`config.mk`:
```
export PLATFORM = sky130hd
export DESIGN_NAME = key_mix_serializer
export DESIGN_NICKNAME = d
export VERILOG_FILES = /design/src/rtl/des_mix_pkg.sv /design/src/rtl/key_mix_xor.sv /design/src/rtl/key_mix_serializer.sv
export SDC_FILE = /design/constraint.sdc
export NUM_CORES = 1
export LEC_CHECK = 0
export ABC_AREA = 1
export CORE_UTILIZATION = 31
export DETAILED_ROUTE_END_ITERATION = 12
export GPL_TIMING_DRIVEN = 1
export SYNTH_ARGS = -nofsm -noshare
export SYNTH_HDL_FRONTEND = slang
export SYNTH_HIERARCHICAL = 1
export SYNTH_SLANG_ARGS = --single-unit
```
`constraint.sdc`:
```
create_clock -name clk -period 1.4 [get_ports clk]
set_input_delay 0.14 -clock clk [delete_from_list [all_inputs] [get_ports clk]]
set_output_delay 0.14 -clock clk [all_outputs]
set_load 0.01 [all_outputs]
```
`src/rtl/des_mix_pkg.sv`:
```
// Shared defaults, FSM encoding and width helper for the key-mix serializer
// and the parallel S-box datapath that reuses key_mix_xor.
package des_mix_pkg;
  localparam int N_CHUNK_DEF = 16;
  localparam int CHUNK_W_DEF = 6;
  localparam int LANES_DEF   = 4;

  typedef enum logic {
    IDLE = 1'b0,
    SEND = 1'b1
  } state_t;

  // Beat counter width; a single-beat block still needs a 1-bit port.
  function automatic int beat_w(input int beats);
    return (beats <= 1) ? 1 : $clog2(beats);
  endfunction
endpackage

```
`src/rtl/key_mix_xor.sv`:
```
// Combinational E^K split into S-box input chunks; chunk 0 is the MSB chunk,
// so the packed array read as a whole vector equals E^K.
module key_mix_xor #(
  parameter int N_CHUNK = 16,
  parameter int CHUNK_W = 6
) (
  input  logic [N_CHUNK*CHUNK_W-1:0]          e,
  input  logic [N_CHUNK*CHUNK_W-1:0]          k,
  output logic [0:N_CHUNK-1][CHUNK_W-1:0]     chunks
);
  localparam int W = N_CHUNK * CHUNK_W;

  logic [W-1:0] mix;
  assign mix = e ^ k;

  for (genvar i = 0; i < N_CHUNK; i++) begin : g_chunk
    assign chunks[i] = mix[W-1-i*CHUNK_W -: CHUNK_W];
  end
endmodule

```
`src/rtl/key_mix_serializer.sv`:
```
// Registers E^K once per transaction and streams it as LANES S-box chunks
// per beat over a valid/ready handshake, MSB chunk first.
module key_mix_serializer
  import des_mix_pkg::*;
#(
  parameter int N_CHUNK = N_CHUNK_DEF,
  parameter int CHUNK_W = CHUNK_W_DEF,
  parameter int LANES   = LANES_DEF,
  localparam int W      = N_CHUNK * CHUNK_W,
  localparam int BEATS  = N_CHUNK / LANES,
  localparam int BW     = beat_w(BEATS)
) (
  input  logic                     clk,
  input  logic                     rst,
  input  logic                     in_valid,
  output logic                     in_ready,
  input  logic [W-1:0]             E,
  input  logic [W-1:0]             K,
  output logic                     out_valid,
  input  logic                     out_ready,
  output logic [LANES*CHUNK_W-1:0] out_data,
  output logic [BW-1:0]            out_beat,
  output logic                     out_last
);
  localparam int CIW = beat_w(N_CHUNK);

  if (N_CHUNK % LANES != 0) begin : g_bad_lanes
    $error("key_mix_serializer: N_CHUNK must be a multiple of LANES");
  end

  state_t                        state_q, state_d;
  logic [0:N_CHUNK-1][CHUNK_W-1:0] mix_q, mix_d;
  logic [0:N_CHUNK-1][CHUNK_W-1:0] mix_w;
  logic [BW-1:0]                 beat_q, beat_d;
  logic                          last;
  logic                          accept;
  logic [LANES*CHUNK_W-1:0]      lane_data;

  key_mix_xor #(.N_CHUNK(N_CHUNK), .CHUNK_W(CHUNK_W)) u_xor (
    .e      (E),
    .k      (K),
    .chunks (mix_w)
  );

  assign last     = (beat_q == BW'(BEATS - 1));
  // out_ready reaches in_ready so a new block can land on the last beat's edge.
  assign in_ready = !rst && ((state_q == IDLE) ||
                             ((state_q == SEND) && last && out_ready));
  assign accept   = in_valid && in_ready;

  always_ff @(posedge clk) begin
    if (rst) begin
      state_q <= IDLE;
      mix_q   <= '0;
      beat_q  <= '0;
    end else begin
      state_q <= state_d;
      mix_q   <= mix_d;
      beat_q  <= beat_d;
    end
  end

  always_comb begin
    state_d = state_q;
    case (state_q)
      IDLE:    if (in_valid) state_d = SEND;
      SEND:    if (out_ready && last && !in_valid) state_d = IDLE;
      default: state_d = IDLE;
    endcase
  end

  always_comb begin
    mix_d  = mix_q;
    beat_d = beat_q;
    if (accept) begin
      mix_d  = mix_w;
      beat_d = '0;
    end else if ((state_q == SEND) && out_ready && !last) begin
      beat_d = beat_q + BW'(1);
    end
  end

  // Lane l of the current beat carries chunk beat*LANES+l, lane 0 in the MSBs.
  always_comb begin
    lane_data = '0;
    for (int l = 0; l < LANES; l++) begin
      lane_data[(LANES-1-l)*CHUNK_W +: CHUNK_W] =
        mix_q[CIW'(int'(beat_q) * LANES + l)];
    end
  end

  always_comb begin
    out_valid = 1'b0;
    out_data  = '0;
    out_beat  = '0;
    out_last  = 1'b0;
    if (state_q == SEND) begin
      out_valid = 1'b1;
      out_data  = lane_data;
      out_beat  = beat_q;
      out_last  = last;
    end
  end
endmodule

```
==> summary.txt <==
Clocking
  • Bufs on Longest Clock Path: 2
  • Clock Sinks: 99
  • H-Tree Depth: 3
  • Worst skew pair latency: 0.35 ns
  • CTS tree: built
  • Reg clk slew, reported paths: 0.07 ns
  • CTS buffer count: 9
  • Clk root buf: clkbuf_16

Finish
  • Proportion of layout cells with a drive suffix above 1: 19.97%
  • Final core utilization: 53.75%
  • Fin cells: 1,722
  • Fill cell count: 1,982
  • N_diodes: 0
  • Nets: 1,645
  • Area growth syn-to-layout: 68.61%

Detailed routing
  • WL/cell: 13.15 um
  • Routed wire length: 22,650 um
  • Pre-antenna DRT Iters: 5
  • DRT iter0 DRCs: 417
  • Via count: 7,702
  • DRT antenna net count: 0
  • Vias per std cell: 4.473
  • Drt drc: 0

Timing
  • Tcrit/Tclk final: 119.6%
  • Clock skew: 0.004808 ns
  • Slew HR: 75.04%
  • RSZ-0062 raised after global routing: yes
  • Post-route minimum period: 1.674 ns
  • Setup violators final: 124
  • Setup ws final: -0.2741 ns
  • Pin slew with the least headroom to its limit: 0.3744 ns
  • Slew Limit Fails: 0
  • Final hold slack: 0.3279 ns
  • Setup TNS: -25.36 ns
  • FMAX: 0.5973 GHz
  • Final-report hold violation count: 0

Placement
  • GPL Wtd Cong: 0.8210
  • PortBufs: 224
  • Hpwl dp: 15,180 um
  • Place WS: -0.3880 ns
  • Inst Count DP: 1,667

Floorplanning
  • Die height: 146.9 um
  • Initial Util: 31.88%
  • Core Area: 20,430 um^2
  • Die width: 146.9 um
  • Io pins: 225
  • Row count: 52
  • Die area: 21,590 um^2

Synth
  • Post-Syn Area: 6512 um^2
  • Sequential share of the synthesized area: 30.43%
  • Syn_nets: 1,394
  • Number of enable flip-flop cells after synthesis: 0
  • Most frequent cells after synthesis: 539 x nand2_1, 249 x inv_1, 217 x nand3_1
  • Synth cell types: 16
  • YS warnings: 6
  • Yosys reg bits: 99
  • Top cell type's share of synthesized area: 31.07%
  • Mapped Cells: 1,197
  • Top FF cell, synth: dfxtp_1
  • Post-synthesis async set-or-reset flop share: 0%
  • Yosys top cell by area: nand2_1
  • Top cells by area, synth: nand2_1 31%, dfxtp_1 30%, nand3_1 17%
  • Syn avg cell area: 5.441 um^2
  • Most frequent cell after synthesis: nand2_1

Power
  • Power Density: 719.5 nW/um^2
  • Worst vdd ir: 0.0004601 V
  • Leak pwr: 5.970 nW

GRT
  • First-pass GRT wire length: 35,410 um
  • Initial antenna violation count: 0
  • Largest net degree at the start of global routing: 56
  • Remaining global-route overflow: 0
  • Gr usage total: 20.47%
  • Number of global-route vias before repair: 7,143

Critical path
  • Arrival time of the worst setup path: 1.53 ns
  • Maximum fanout along the worst path: 6
  • CP Cell Sequence: buf_12 > buf_12 > nand2_2 > nand2_2 > nand2_2 > a21oi_2 > buf_2
  • Crit end category: output pin
  • Worst EP required: 1.26 ns
  • Peak per-stage delay on the critical path: 0.42 ns
  • Delay-heaviest family, CP: buffers and inverters
  • Crit Path Class: reg -> out
  • Critical path startpoint category: flip-flop
  • Most common cell on crit path: nand2_2
  • CP max stage cell: dfxtp_4
  • CP bufs+invs: 3

Outcome
  • Status: finished, violations left
  • Violated checks: negative setup slack

Job
  • Max-cap violations: 0

Min path
  • Worst hold path class: in -> reg
## kinds of logic after synthesis
| group | Yosys count | synth area share, % |
|---|---|---|
| AOI/OAI and AO/OA | 27 | 2.248 |
| adders and majority gates | 1 | 0.1921 |
| and+or+nand+nor | 760 | 48.15 |
| buffers and inverters | 310 | 18.98 |
| DFF | 99 | 30.43 |
## worst paths after layout
path                                        startpoint  slack [ns]                      to  cells past startpoint
worst min-delay path                          in_valid        0.33  mix_q[41]$_SDFFE_PP0P_                      4
worst max-delay path            beat_q[0]$_SDFFE_PP0P_       -0.27            out_data[20]                      7
worst min register to register  mix_q[79]$_SDFFE_PP0P_        0.45  mix_q[79]$_SDFFE_PP0P_                      2
worst max register to register  beat_q[0]$_SDFFE_PP0P_       -0.27  mix_q[10]$_SDFFE_PP0P_                      9
## area by class of cell
cell class | instances | area [um^2] | area share, %
clock buffer | 12 | 256.5 | 2.336
inverter | 250 | 949.7 | 8.649
sequential | 99 | 1989 | 18.12
multi-input combinational | 788 | 4101 | 37.35
tap | 270 | 337.8 | 3.077
timing repair buffer | 300 | 3322 | 30.25
clock inverter | 3 | 23.77 | 0.2165
## power breakdown
part	internal, mW	switching, mW	leakage, nW
sequential	3.01	0.156	0.814
combinational	1.21	1.13	5.02
clock	1.30	1.09	0.131
## layout by cell type (no fill, tap or decap)
| master | count |
|---|---|
| nand2_1 | 479 |
| inv_1 | 243 |
| clkdlybuf4s50_1 | 194 |
| nand3_1 | 134 |
| dfxtp_1 | 97 |
| nand3_2 | 74 |
| nand2_2 | 41 |
| buf_4 | 27 |
| buf_2 | 24 |
| buf_12 | 24 |
| nand2_4 | 19 |
| a21oi_2 | 15 |
| buf_6 | 15 |
| clkbuf_16 | 12 |
| a21oi_1 | 11 |
| nand3_4 | 10 |
| buf_16 | 10 |
| inv_2 | 4 |
| nand4_1 | 2 |
| dfxtp_4 | 2 |
| clkbuf_8 | 2 |
| clkinvlp_4 | 2 |
| inv_8 | 1 |
| a21oi_4 | 1 |
| clkinv_2 | 1 |
| inv_4 | 1 |
| nor2_2 | 1 |
| ha_4 | 1 |
| clkbuf_1 | 1 |
| clkinv_4 | 1 |
| bufbuf_16 | 1 |
| clkdlybuf4s15_1 | 1 |
| buf_8 | 1 |
## registers in the layout, summed over array words and instances, names as in the netlist
| signal | cells |
|---|---|
| mix_q | 96 |
| beat_q | 2 |
| state_q | 1 |
## routing by layer
metal,wire length [um],track usage [%],share of wire [%],vias up
met5,0,0,0,-
met3,1299,3.416,5.7,39
met2,10300,34.15,45,245
met4,622,6.546,2.7,0
li1,-,-,-,4090
met1,10420,26.84,46,3328
## worst reg2reg max path: stages, from the launching register on
cell	delay, ns
dfxtp_4	0.42
buf_12	0.16
ha_4	0.15
nand2_4	0.07
a21oi_4	0.23
buf_8	0.18
buf_6	0.11
buf_12	0.13
nand3_4	0.08
nand2_4	0.09
## what timing repair did
action / CTS / global route
endpoints found under the setup margin: 127 / 127
gates resized for setup: 251 / 115
cloned: 13 / 3
setup buffers: 19 / 11
pin swaps: 46 / 58
hold buffers: 0 / 0
## metrics by stage
step	cell area (um^2)	total power, mW
finish	10980	7.901
global placement	9248	5.084
global route	10980	8.310
detailed placement	9248	5.114
CTS	10510	7.778
floorplan	6513	4.058
(Power assumes the default switching activity.)
